===== src/rtl/uart_tx_arbiter.sv =====
// Round-robin sequencer sharing one UART transmitter among NUM_REQ byte producers.
// Latency: byte accepted in LOAD, tx_start on the next enabled cycle; one byte in flight.
// Backpressure: req_ready only while loading; the next byte waits for the tx_busy window to close.
module uart_tx_arbiter #(
    parameter int NUM_REQ       = 4,
    parameter int MAX_BURST     = 16,
    parameter int START_TIMEOUT = 2170
) (
    input  logic                   txclk,
    input  logic                   rst_n,
    input  logic                   txclken,
    input  logic [NUM_REQ-1:0]     req_valid,
    input  logic [8*NUM_REQ-1:0]   req_data,
    input  logic [NUM_REQ-1:0]     req_last,
    output logic [NUM_REQ-1:0]     req_ready,
    output logic [7:0]             tx_data,
    output logic                   tx_start,
    input  logic                   tx_busy,
    output logic                   grant_valid,
    output logic [2:0]             grant_id,
    output logic                   err_timeout
);

    localparam int TW = $clog2(START_TIMEOUT);

    typedef enum logic [2:0] {IDLE, ARB, LOAD, START, WAIT_BUSY, WAIT_DONE} state_t;

    state_t          state, state_nxt;
    logic [7:0]      tx_data_nxt;
    logic            tx_start_nxt, grant_valid_nxt, err_timeout_nxt;
    logic [2:0]      grant_id_nxt, last_grant, last_grant_nxt;
    logic [7:0]      burst_cnt, burst_cnt_nxt;
    logic [TW-1:0]   timer, timer_nxt;
    logic            last_q, last_q_nxt;

    logic            any_vld, hi_vld, win_vld;
    logic [2:0]      any_id, hi_id, win_id;
    logic            sel_vld, sel_last;
    logic [7:0]      sel_dat;

    // Round robin: lowest valid index above last_grant, else wrap to lowest valid index.
    always_comb begin
        any_vld = 1'b0;
        any_id  = '0;
        hi_vld  = 1'b0;
        hi_id   = '0;
        for (int i = NUM_REQ - 1; i >= 0; i--) begin
            if (req_valid[i]) begin
                any_vld = 1'b1;
                any_id  = 3'(i);
            end
            if (req_valid[i] && (3'(i) > last_grant)) begin
                hi_vld = 1'b1;
                hi_id  = 3'(i);
            end
        end
        win_vld = any_vld;
        win_id  = hi_vld ? hi_id : any_id;
    end

    always_comb begin
        sel_vld   = 1'b0;
        sel_last  = 1'b0;
        sel_dat   = '0;
        req_ready = '0;
        for (int i = 0; i < NUM_REQ; i++) begin
            if (grant_id == 3'(i)) begin
                sel_vld      = req_valid[i];
                sel_last     = req_last[i];
                sel_dat      = req_data[8*i +: 8];
                req_ready[i] = (state == LOAD) && txclken;
            end
        end
    end

    always_comb begin
        state_nxt       = state;
        tx_data_nxt     = tx_data;
        tx_start_nxt    = 1'b0;
        grant_valid_nxt = grant_valid;
        grant_id_nxt    = grant_id;
        err_timeout_nxt = 1'b0;
        last_grant_nxt  = last_grant;
        burst_cnt_nxt   = burst_cnt;
        timer_nxt       = timer;
        last_q_nxt      = last_q;
        case (state)
            IDLE: begin
                if (|req_valid && !tx_busy) state_nxt = ARB;
            end
            ARB: begin
                if (win_vld) begin
                    grant_id_nxt    = win_id;
                    grant_valid_nxt = 1'b1;
                    last_grant_nxt  = win_id;
                    burst_cnt_nxt   = '0;
                    state_nxt       = LOAD;
                end else begin
                    state_nxt = IDLE;
                end
            end
            LOAD: begin
                if (sel_vld) begin
                    tx_data_nxt   = sel_dat;
                    last_q_nxt    = sel_last;
                    burst_cnt_nxt = burst_cnt + 8'd1;
                    tx_start_nxt  = 1'b1;
                    state_nxt     = START;
                end else begin
                    grant_valid_nxt = 1'b0;
                    state_nxt       = ARB;
                end
            end
            START: begin
                timer_nxt = '0;
                state_nxt = WAIT_BUSY;
            end
            WAIT_BUSY: begin
                if (tx_busy) begin
                    state_nxt = WAIT_DONE;
                end else if (timer == TW'(START_TIMEOUT - 2)) begin
                    // timer reaches START_TIMEOUT-1 on this edge; the byte is abandoned
                    timer_nxt       = timer + TW'(1);
                    err_timeout_nxt = 1'b1;
                    grant_valid_nxt = 1'b0;
                    state_nxt       = ARB;
                end else begin
                    timer_nxt = timer + TW'(1);
                end
            end
            WAIT_DONE: begin
                if (!tx_busy) begin
                    if (last_q || (burst_cnt == 8'(MAX_BURST))) begin
                        grant_valid_nxt = 1'b0;
                        state_nxt       = ARB;
                    end else begin
                        state_nxt = LOAD;
                    end
                end
            end
            default: state_nxt = IDLE;
        endcase
    end

    always_ff @(posedge txclk or negedge rst_n) begin
        if (!rst_n) begin
            state       <= IDLE;
            tx_data     <= '0;
            tx_start    <= 1'b0;
            grant_valid <= 1'b0;
            grant_id    <= '0;
            err_timeout <= 1'b0;
            last_grant  <= 3'(NUM_REQ - 1);
            burst_cnt   <= '0;
            timer       <= '0;
            last_q      <= 1'b0;
        end else if (txclken) begin
            state       <= state_nxt;
            tx_data     <= tx_data_nxt;
            tx_start    <= tx_start_nxt;
            grant_valid <= grant_valid_nxt;
            grant_id    <= grant_id_nxt;
            err_timeout <= err_timeout_nxt;
            last_grant  <= last_grant_nxt;
            burst_cnt   <= burst_cnt_nxt;
            timer       <= timer_nxt;
            last_q      <= last_q_nxt;
        end
    end

endmodule


===== config.mk =====
export PLATFORM = sky130hd
export DESIGN_NAME = uart_tx_arbiter
export DESIGN_NICKNAME = d
export VERILOG_FILES = /design/src/rtl/uart_tx_arbiter.sv
export SDC_FILE = /design/constraint.sdc
export NUM_CORES = 1
export LEC_CHECK = 0
export CAP_MARGIN = 0
export CORE_MARGIN = 10
export CORE_UTILIZATION = 49
export DETAILED_ROUTE_END_ITERATION = 7
export PLACE_DENSITY = 0.79
export SKIP_LAST_GASP = 1
export SYNTH_ARGS = -nofsm -noshare
export SYNTH_HDL_FRONTEND = slang
export SYNTH_SLANG_ARGS = --single-unit
export TNS_END_PERCENT = 20

===== constraint.sdc =====
create_clock -name txclk -period 2.35 [get_ports txclk]
set_input_delay 0.47 -clock txclk [delete_from_list [all_inputs] [get_ports txclk]]
set_output_delay 0.47 -clock txclk [all_outputs]
set_load 0.05 [all_outputs]

==> results.ini <==
[clocking]
path_clk_slew_ps=70
htree_levels=2
clk_latency_ps=290
cts_root_buffer=clkbuf_8
clockBufferDepth=2
cts_tree=built
postCtsSetupBuffers=0
cts_buffers=5
clock_sinks=39

[logic_synthesis]
synth_cell_types=55
synth_edf_count=0
synth_ff_type=dfrtp_1
ys_warn_count=0
synth_nets=308
avgSynthCellArea_um2=9.23
yosys_register_bits=39
syn_inst=260
synthArstFlopShare=1.00
mappedNetlistArea_um2=2400
yosysSeqAreaShare=0.408

[routing]
wire_per_inst_um=16.7
totalWireLength_um=6700
postRouteAntennaNets=0
drtIter0Drc=128
vias=2285
drc=0
dr.pass1.iters=4
via_per_inst=5.71

[sta]
period_needed_ps=2270
setup_violations=0
maxSlewViolCount=0
slew_headroom=0.592
setup_ws_ps=82.3
clock_skew_ps=5.37
fmax_mhz=441
fin_crit_sh=0.965
finalHoldViolations=0
tightest_slew_ps=603
rsz0062_at_grt=false
holdWs_ps=83.8

[layout]
syn2layout_area_growth_pct=38.2
layout.nets=381
antenna_cells=0
multi_input_area_um2=1340
finish.utilization=0.703
fin_area_um2=3320
fill_cells=367
drive_above_1_share=0.162
register_area_um2=978

[power_and_ir_drop]
p_leak_nw=1.44
total_power_mw=3.18
max-vdd-ir-drop_mv=0.617
powerDensity_nw_per_um2=957

[placed_design]
dp_worst_setup_slack_ps=2.32
gp_congestion=0.888
dp_hpwl_um=5300
placed_cell_area_um2=3220
portBuffers=60

[die]
boundaryPins=62
start_util=0.508
die_h_um=90
core_um2=4720
die_x_um=90
rows=25
die_area_um2=8100

[worst_setup_path]
worstPathCellList=clkdlybuf4s50_1, and4bb_2, nand2_1, nor2_1, buf_12
crit_slowest_cell=clkdlybuf4s50_1
cp.required_ps=1880
start_kind=input port
end_kind=output pin
max_stage_delay_ps=590
critical_path_peak_fanout=6
worstPathArrival_ps=1800
crit_type=in2out

[global_route]
grt_pass1_wl_um=11800
grt_overflow=0
antenna_found_initial=0
track_usage=0.173
grt_start_max_net_pins=17
first_global_vias=2442

[outcome]
outcome=finished clean

[hold_path]
hold_path.class=in2async

[run]
cap_violations=0

-- Yosys cell counts (4+ instances only) --
cell / number / area share
nor2_1: 16 / 0.025
inv_1: 11 / 0.017
nand2_1: 43 / 0.067
clkbuf_1: 10 / 0.016
and3_1: 7 / 0.018
nor3_1: 4 / 0.0083
ha_1: 4 / 0.021
o21ai_0: 13 / 0.027
a21oi_1: 11 / 0.023
or3_1: 6 / 0.016
nand2b_1: 4 / 0.010
dfrtp_1: 37 / 0.39
mux4_2: 10 / 0.094
nand3_1: 17 / 0.035
-- critical path, delay by kind of cell --
| family | cells | cell delay [ps] |
|---|---|---|
| buf+inv | 2 | 760 |
| simple gates | 3 | 560 |
-- area by class of cell --
type | instances | share of cell area
tap | 67 | 0.0253
inverter | 11 | 0.0124
clock inverter | 1 | 0.00151
clock buffer | 6 | 0.0249
timing repair buffer | 80 | 0.239
sequential | 39 | 0.295
multi-input combinational | 196 | 0.402
-- state kept, by name, indices dropped and copies added, names as in the netlist --
name,flops
grant_id,2
last_grant,2
burst_cnt,8
state,3
tx_start,1
err_timeout,1
last_q,1
timer,12
grant_valid,1
tx_data,8
-- layer usage --
layer,vias to the layer above,part of all wire,global-route usage
li1,1090,-,-
met1,1110,0.41,0.199
met2,77,0.50,0.292
met3,8,0.082,0.0690
met4,0,0.010,0.0477
met5,-,0,0
-- report_power, final --
group          total, mW  internal, mW  switching (mW)  leakage (nW)
clock              0.462         0.230           0.232        0.0470
combinational       1.65         0.724           0.922         0.886
sequential          1.07         0.867           0.201         0.506
total               3.18          1.82            1.35          1.44
-- per-stage QoR --
step	cells	TNS [ps]
after global routing	400	0
after global placement	393	0
final	400	0
after detailed placement	393	0
after CTS	400	0
after floorplan	260	-373
-- cell families (layout without fill, tap and decap cells) --
kind of cell,count (synthesis),after routing,share of synthesized area
and+or+nand+nor,121,121,0.259
AOI/OAI and AO/OA,55,55,0.156
DFF,39,39,0.408
buffers and inverters,25,98,0.0427
muxes,11,11,0.0980
adders and majority gates,4,4,0.0208
xor gates and xnor gates,4,4,0.0146
other,1,1,0.00156
-- final timing paths --
| check | from | end | slack (ps) | depth (start not counted) |
|---|---|---|---|---|
| worst max-delay path | txclken | req_ready[1] | 80 | 5 |
| worst min-delay path | rst_n | state[0] | 80 | 1 |
| worst max register to register | state[0] | timer[11] | 340 | 4 |
| worst min register to register | tx_data[5] | tx_data[5] | 480 | 2 |
| max in group asynchronous | rst_n | last_grant[0] | 1710 | 2 |
| min in group txclk | tx_data[5] | tx_data[5] | 480 | 2 |
-- placed cells by master (no fill, tap or decap), drive strengths merged, types with 3 or more instances in the layout --
cell type	instances
a211o	3
a211oi	3
a21o	3
a21oi	11
a31oi	3
and3	7
buf	27
clkbuf	6
clkdlybuf4s50	53
dfrtp	37
ha	4
inv	11
mux4	10
nand2	43
nand2b	4
nand3	17
nor2	16
nor2b	3
nor3	4
nor4b	3
o21ai	13
or3	6
xnor2	3
-- timing repair --
| action | 4_1_cts | 5_1_grt |
|---|---|---|
| endpoints found under the hold margin | 0 | 0 |
| resized for setup | 0 | 1 |
| endpoints found under the setup margin | 0 | 1 |
| hold buffers | 0 | 0 |
Power figures use the tool's default switching activity.
